<file path="src/rtl/counter_seq_ctrl.sv">
`default_nettype none
// ============================================================================
// Module      : counter_seq_ctrl
// Description : Run/pause/clear/load sequencer for the small display counter.
//               Produces a prescaled count tick, holds the count, detects the
//               terminal value and wraps (mode 0) or stops in DONE (mode 1).
//               Optional down-count support: define COUNTER_CTRL_DOWN_EN to
//               add the dir port (dir=1 counts down towards 0).
// Revision    : 1.0 - initial release
// ============================================================================
module counter_seq_ctrl #(
   parameter int WIDTH    = 3,
   parameter int PRESCALE = 4,
   parameter int TERMINAL = 7
) (
   input  logic             CLK,
   input  logic             rst,
   input  logic             start,
   input  logic             stop,
   input  logic             clear,
   input  logic             load,
   input  logic [WIDTH-1:0] load_val,
   input  logic             mode,
`ifdef COUNTER_CTRL_DOWN_EN
   input  logic             dir,
`endif
   output logic [WIDTH-1:0] oQ,
   output logic             oTick,
   output logic             oDone,
   output logic             oBusy,
   output logic [1:0]       oState
);

   // Prescaler needs at least one bit even when PRESCALE is 1.
   localparam int PW = (PRESCALE > 1) ? $clog2(PRESCALE) : 1;

   localparam logic [WIDTH-1:0] c_term = WIDTH'(TERMINAL);
   localparam logic [PW-1:0]    c_pmax = PW'(PRESCALE - 1);

   typedef enum logic [1:0] {
      S_IDLE  = 2'b00,
      S_RUN   = 2'b01,
      S_PAUSE = 2'b10,
      S_DONE  = 2'b11
   } state_t;

   state_t           r_state;
   logic [WIDTH-1:0] r_q;
   logic [PW-1:0]    r_presc;
   logic             r_tick;
   logic             r_done;
   logic             r_busy;

   logic             w_down;
   logic             w_at_term;
   logic [WIDTH-1:0] w_wrap_val;
   logic [WIDTH-1:0] w_step_val;
   logic [WIDTH-1:0] w_load_sat;

`ifdef COUNTER_CTRL_DOWN_EN
   assign w_down = dir;
`else
   assign w_down = 1'b0;
`endif

   // Direction-dependent terminal detection, wrap target and next step.
   assign w_at_term  = w_down ? (r_q == '0) : (r_q == c_term);
   assign w_wrap_val = w_down ? c_term : '0;
   assign w_step_val = w_down ? (r_q - 1'b1) : (r_q + 1'b1);

   // Loaded values saturate so the count never exceeds the terminal value.
   assign w_load_sat = (load_val > c_term) ? c_term : load_val;

   // Sequencer: priority clear > load > stop > start, counting only in RUN.
   always_ff @(posedge CLK) begin
      if (rst) begin
         r_state <= S_IDLE;
         r_q     <= '0;
         r_presc <= '0;
         r_tick  <= 1'b0;
         r_done  <= 1'b0;
         r_busy  <= 1'b0;
      end else begin
         r_tick <= 1'b0;
         r_done <= 1'b0;
         if (clear) begin
            r_q     <= '0;
            r_presc <= '0;
            r_state <= S_IDLE;
            r_busy  <= 1'b0;
         end else if (load) begin
            // Loading out of DONE re-arms the sequencer; prescaler untouched.
            r_q <= w_load_sat;
            if (r_state == S_DONE) begin
               r_state <= S_IDLE;
            end
         end else if (stop) begin
            // stop also wins over a simultaneous start.
            if (r_state == S_RUN) begin
               r_state <= S_PAUSE;
               r_busy  <= 1'b0;
            end
         end else if (start && (r_state != S_RUN)) begin
            r_state <= S_RUN;
            r_busy  <= 1'b1;
            if (r_state == S_IDLE) begin
               r_presc <= '0;
            end else if (r_state == S_DONE) begin
               r_presc <= '0;
               r_q     <= w_down ? c_term : '0;
            end
            // From PAUSE the prescaler resumes from its held value.
         end else if (r_state == S_RUN) begin
            if (r_presc == c_pmax) begin
               r_presc <= '0;
               r_tick  <= 1'b1;
               if (w_at_term) begin
                  r_done <= 1'b1;
                  if (mode) begin
                     r_state <= S_DONE;
                     r_busy  <= 1'b0;
                  end else begin
                     r_q <= w_wrap_val;
                  end
               end else begin
                  r_q <= w_step_val;
               end
            end else begin
               r_presc <= r_presc + 1'b1;
            end
         end
      end
   end

   assign oQ     = r_q;
   assign oTick  = r_tick;
   assign oDone  = r_done;
   assign oBusy  = r_busy;
   assign oState = r_state;

endmodule
`default_nettype wire

</file>
<file path="config.mk">
export PLATFORM = sky130hd
export DESIGN_NAME = counter_seq_ctrl
export DESIGN_NICKNAME = d
export VERILOG_FILES = /design/src/rtl/counter_seq_ctrl.sv
export SDC_FILE = /design/constraint.sdc
export NUM_CORES = 1
export LEC_CHECK = 0
export CAP_MARGIN = 25
export CORE_AREA = 2 2 39 41
export CTS_BUF_LIST = sky130_fd_sc_hd__clkbuf_8 sky130_fd_sc_hd__clkbuf_16
export DETAILED_ROUTE_END_ITERATION = 10
export DIE_AREA = 0 0 41 43
export PLACE_DENSITY_LB_ADDON = 0.2
export SETUP_SLACK_MARGIN = 0.2
export SKIP_CTS_REPAIR_TIMING = 1
export SYNTH_ARGS = -nofsm -noshare
export SYNTH_HDL_FRONTEND = slang
export SYNTH_SLANG_ARGS = --single-unit
export TNS_END_PERCENT = 10
</file>
<file path="constraint.sdc">
create_clock -name CLK -period 3.18 [get_ports CLK]
set_clock_uncertainty 0.1 [all_clocks]
set_input_delay 0.636 -clock CLK [delete_from_list [all_inputs] [get_ports CLK]]
set_output_delay 0.636 -clock CLK [all_outputs]
set_load 0.005 [all_outputs]
</file>
=== After elaboration in Yosys (flattened, before gate mapping) ===
Cells that the tools add are included.

* Bits in registers: 10
* Input bits: 10
* Output and inout port bits: 8
* Word-level logic and storage cells: 76

* Add/sub/neg operators: 2
* $lt $le $gt $ge: 1
* Equality and inequality tests: 13
* Muxes and demuxes: 32
* Bitwise operators: 4
* Reductions and logical operators: 18

{| class="wikitable"
|+ Operators by type and width
! cell !! count
|-
| $mux W3 || 10
|-
| $mux W2 || 13
|-
| $reduce_and A6 Y1 || 3
|-
| $reduce_bool A3 Y1 || 5
|-
| $reduce_bool A4 Y1 || 3
|-
| $mux W1 || 9
|-
| $ne A2 B1 Y1 const B || 4
|-
| $reduce_or A7 Y1 || 1
|-
| $ne A3 B3 Y1 const B || 2
|-
| $reduce_or A6 Y1 || 1
|-
| $eq A2 B2 Y1 const B || 2
|-
| $ne A4 B3 Y1 const B || 1
|-
| $not A1 Y1 || 4
|-
| $reduce_and A4 Y1 || 1
|-
| $add A3 B1 Y3 const B || 1
|-
| $eq A3 B3 Y1 const B || 1
|-
| $gt A3 B3 Y1 const B || 1
|-
| $ne A3 B1 Y1 const B || 1
|-
| $ne A3 B2 Y1 const B || 1
|-
| $add A2 B1 Y2 const B || 1
|-
| $eq A2 B1 Y1 const B || 1
|-
| $logic_not A2 Y1 || 1
|-
| $reduce_bool A2 Y1 || 1
|-
| $reduce_or A2 Y1 || 1
|-
| $logic_and A1 B1 Y1 || 1
|}

=== Longest topological paths before layout ===
* Depth in word-level cells: 7
* Depth in mapped cells: 6

=== Worst setup path after synthesis ===
OpenSTA, ideal clock, no wires.

* Path kind: input to register
* Start point: in rst
* End point: reg r_done (netlist: oDone)
* Library setup time: 60 ps
* Data arrival time: 1398 ps
* Data required time: 3020 ps
* Setup slack: 1622 ps
* Stages: 4
* Buffers on the path: 1
* Cell sequence: or2_1 buf_6 nor4_4 and3_1

* Cells in the longest elaborated chain, start to end: 1

{| class="wikitable"
|+ Ends and longest elaborated chain
! item !! RTL line !! source
|-
| start: declaration || 17 || <nowiki>input logic rst,</nowiki>
|-
| $reduce_or A7 Y1 (no line) || - ||
|-
| end signal: assignment || 81 || <nowiki>r_done <= 1'b0;</nowiki>
|-
| end signal: assignment || 85 || <nowiki>r_done <= 1'b0;</nowiki>
|-
| end signal: assignment || 118 || <nowiki>r_done <= 1'b1;</nowiki>
|-
| end: declaration || 51 || <nowiki>logic r_done;</nowiki>
|}

No other way between the ends.
A chain may end at the register's enable or synchronous reset.

=== Worst setup path in the final report ===
* Start point: in load
* End point: reg r_busy (netlist: oBusy)

* Cells in the longest elaborated chain, start to end: 2

{| class="wikitable"
|+ Ends and longest elaborated chain
! item !! RTL line !! source
|-
| start: declaration || 21 || <nowiki>input logic load,</nowiki>
|-
| $not A1 Y1 (no line) || - ||
|-
| $reduce_and A6 Y1 (no line) || - ||
|-
| end signal: assignment || 82 || <nowiki>r_busy <= 1'b0;</nowiki>
|-
| end signal: assignment || 90 || <nowiki>r_busy <= 1'b0;</nowiki>
|-
| end signal: assignment || 101 || <nowiki>r_busy <= 1'b0;</nowiki>
|-
| end: declaration || 52 || <nowiki>logic r_busy;</nowiki>
|}

No other way between the ends.

==> PnR_summary.wiki <==
{| class="wikitable"
! Metric !! Value
|-
| Clock insertion delay at the later pin of the skew report || 230 ps
|-
| Finished Cell Area || 774.5 µm²
|-
| Tightest Hold Check Type || flip-flop to flip-flop
|-
| Max-slew violations || 0
|-
| Final weighted congestion of routability-driven global placement || 0.8216
|-
| Number of antenna violations at the first check in global routing || 0
|-
| Required time at the endpoint of the critical path || 3190 ps
|-
| Min Tclk post-route || 1999 ps
|-
| Area share of the leading cell type in the synthesized netlist || 0.3628
|-
| Clock tree from TritonCTS || done
|-
| Vias after detailed routing || 507
|-
| First-pass GRT wire length || 1787 µm
|-
| Worst-case headroom to the max-slew limit || 0.6305
|-
| Detailed Route WL || 1127 µm
|-
| Placement-stage cell area || 719.4 µm²
|-
| Leading area contributor after synthesis || sky130_fd_sc_hd__dfxtp_1
|-
| Fraction of final layout cells with drive strength greater than 1 || 0.07317
|-
| Starting utilization of the core area || 0.3987
|-
| Cts bufs inserted || 3
|-
| Gate count of the mapped netlist || 63
|-
| R2r worst-path depth || 6
|-
| Final-layout fill cell count || 132
|-
| Kind of start point of the critical path || primary input
|-
| DR pass1 iterations || 3
|-
| Worst Hold Depth || 2
|-
| CTS H-Tree Depth || 1
|-
| Placement row count || 14
|-
| Total global routing track utilization || 0.1518
|-
| Run status || finished clean
|-
| Unrepaired setup endpoints after global routing || false
|-
| Clock root buffer || sky130_fd_sc_hd__clkbuf_8
|-
| Capturing point of the worst reg2reg path || oQ[0]$_SDFFE_PP0P_
|-
| Global route overflow || 0
|-
| Die ar. || 1763 µm²
|-
| Maximum number of pins on one net before global-route repair || 17
|-
| Instance count after placement with tap cells included || 94
|-
| Core Footprint || 1384 µm²
|-
| Routed len/inst || 11.50 µm
|-
| Tightest Pin Transition || 552.6 ps
|-
| DPL Wire Length || 870.5 µm
|-
| First-iteration detailed-routing DRC count || 8
|-
| Setup slack of the most critical reg-to-reg path || 1570 ps
|-
| Total DRC errors in the routed layout || 0
|-
| Kind of capture point of the worst setup path || flip-flop
|-
| Final Hold Vio Count || 0
|-
| Crit Path Category || primary input to flip-flop
|-
| Portion of the post-synthesis area used by sequential elements || 0.3628
|-
| Count of state elements after synthesis || 10
|-
| Synthesized net count || 76
|-
| Die Span X || 41 µm
|-
| Final-layout setup total negative slack || 0 ps
|-
| Summed instance area of the synthesized netlist || 551.8 µm²
|-
| Number of distinct library cells after synthesis || 25
|-
| Sink of the worst hold path || oBusy$_SDFFE_PP0P_
|-
| Total number of yosys warnings || 0
|-
| DIE HEIGHT || 43 µm
|-
| TritonCTS Sinks || 10
|-
| Power density over the cells || 412.9 nW/µm²
|-
| Count of port buffers added during placement || 17
|-
| Final number of setup-violating endpoints || 0
|-
| Ports placed on the boundary || 18
|-
| CP arrival || 2010 ps
|-
| Area growth from synthesis to layout || 40.36%
|-
| Diode insertion count for antenna repair || 0
|-
| Clock input transition at the sequential cells of the worst setup and hold paths || 50 ps
|-
| Detail Route Antenna Nets || 0
|-
| Max-capacitance violation count || 0
|-
| Final cell count without fillers || 98
|-
| Worst Min Path Start || oBusy$_SDFFE_PP0P_
|-
| R2r startpoint || oQ[0]$_SDFFE_PP0P_
|-
| Post-detailed-route via-to-cell ratio || 5.173
|-
| Maximum net fanout on the critical path || 16
|-
| Leakage power figure || 0.2865 nW
|-
| Fmax || 0.5002 GHz
|-
| Synthesized area per cell || 8.758 µm²
|-
| Number of global-route vias before repair || 448
|-
| Number of nets in the finished design || 96
|-
| Dominant cells by area after synthesis || sky130_fd_sc_hd__dfxtp_1 (36%), sky130_fd_sc_hd__ha_1 (6.8%), sky130_fd_sc_hd__nand2_1 (6.1%), sky130_fd_sc_hd__a31oi_1 (4.5%), sky130_fd_sc_hd__buf_6 (4.1%)
|-
| Part of the cycle the worst path needs || 0.6286
|-
| Maximum resistive drop on vdd || 0.0003267 V
|-
| CTS Buffer Depth || 2
|-
| Total power || 0.3198 mW
|}
Yosys cell counts:
cell / n
sky130_fd_sc_hd__dfxtp_1: 10
sky130_fd_sc_hd__nand2_1: 9
sky130_fd_sc_hd__nor2_1: 5
sky130_fd_sc_hd__a21oi_1: 4
sky130_fd_sc_hd__a31oi_1: 4
sky130_fd_sc_hd__o21ai_0: 4
sky130_fd_sc_hd__ha_1: 3
sky130_fd_sc_hd__nor2b_1: 3
sky130_fd_sc_hd__a22o_1: 2
sky130_fd_sc_hd__buf_6: 2
sky130_fd_sc_hd__nand3_1: 2
sky130_fd_sc_hd__nand3b_1: 2
sky130_fd_sc_hd__a221oi_1: 1
sky130_fd_sc_hd__a22oi_1: 1
sky130_fd_sc_hd__and2_1: 1
sky130_fd_sc_hd__and3_1: 1
sky130_fd_sc_hd__and4bb_1: 1
sky130_fd_sc_hd__inv_1: 1
sky130_fd_sc_hd__nand2b_4: 1
sky130_fd_sc_hd__nor3_1: 1
sky130_fd_sc_hd__nor4_4: 1
sky130_fd_sc_hd__o211ai_1: 1
sky130_fd_sc_hd__or2_1: 1
sky130_fd_sc_hd__or2b_1: 1
sky130_fd_sc_hd__or3_1: 1
layout make-up:
type	instances	area, µm²	share of cell area
sequential	10	200.2	0.2585
multi-input combinational	50	325.3	0.4200
inverter	1	3.754	0.004847
timing repair buffer	17	170.2	0.2197
tap	16	20.02	0.02585
clock buffer	4	55.05	0.07108
placed cells by master, fill, tap and decap left out, drive strengths merged:
cell type       n
clkdlybuf4s50  17
dfxtp          10
nand2           9
nor2            5
o21ai           4
a21oi           4
a31oi           4
clkbuf          4
nor2b           3
ha              3
a22o            2
nand3b          2
nand3           2
or2             1
nand2b          1
nor4            1
or2b            1
a22oi           1
and4bb          1
and2            1
inv             1
nor3            1
a221oi          1
and3            1
o211ai          1
or3             1
power breakdown:
part	internal [mW]	total, mW	switching (mW)	leakage, nW
Clock	0.109	0.159	0.0497	0.0288
Sequential	0.128	0.130	0.00198	0.0809
Combinational	0.0180	0.0317	0.0137	0.177
how the worst max path moves through the flow:
stage / depth (start not counted) / start / to / slack [ps]
2_1_floorplan: 4 / rst / oDone$_SDFF_PP0_ / 1620
3_3_place_gp: 4 / load / oBusy$_SDFFE_PP0P_ / 990
3_5_place_dp: 4 / load / oQ[0]$_SDFFE_PP0P_ / 950
4_1_cts: 1 / oState[0]$_SDFFE_PP0P_ / oState[0] / 1180
5_1_grt: 4 / load / oQ[0]$_SDFFE_PP0P_ / 1080
6_report: 4 / load / oBusy$_SDFFE_PP0P_ / 1180
critical path: stages:
cell and delay (ps):
sky130_fd_sc_hd__clkdlybuf4s50_1 690, sky130_fd_sc_hd__or3_1 530, sky130_fd_sc_hd__nand2_1 90, sky130_fd_sc_hd__a21oi_1 60
state kept, by name, summed over array words and instances (netlist names):
register	flops
oDone	1
oTick	1
oBusy	1
oState	2
r_presc	2
oQ	3
layer usage:
layer / global-route usage / vias up / wire length (µm) / part of all wire
met4: 0.08000 / 0 / 19 / 0.017
met1: 0.1742 / 226 / 537 / 0.48
met3: 0.04712 / 2 / 50 / 0.044
met5: 0 / - / 0 / 0
li1: - / 268 / - / -
met2: 0.2375 / 11 / 519 / 0.46
through the flow:
step / util / worst slack (ps) / hold WS [ps]
floorplan: - / 1622 / 350.4
CTS: 0.5597 / 1180 / 369.6
global route: 0.5597 / 1078 / 389.8
detailed placement: 0.5199 / 946.4 / 362.9
finish: 0.5597 / 1181 / 365.8
global placement: 0.5199 / 987.3 / 349.3
cell families after synthesis:
logic type / share of synthesized area
AOI/OAI and AO/OA: 0.1928
adders and majority gates: 0.06803
buffers and inverters: 0.04761
DFF: 0.3628
and+or+nand+nor: 0.3288
(Power assumes the default switching activity.)
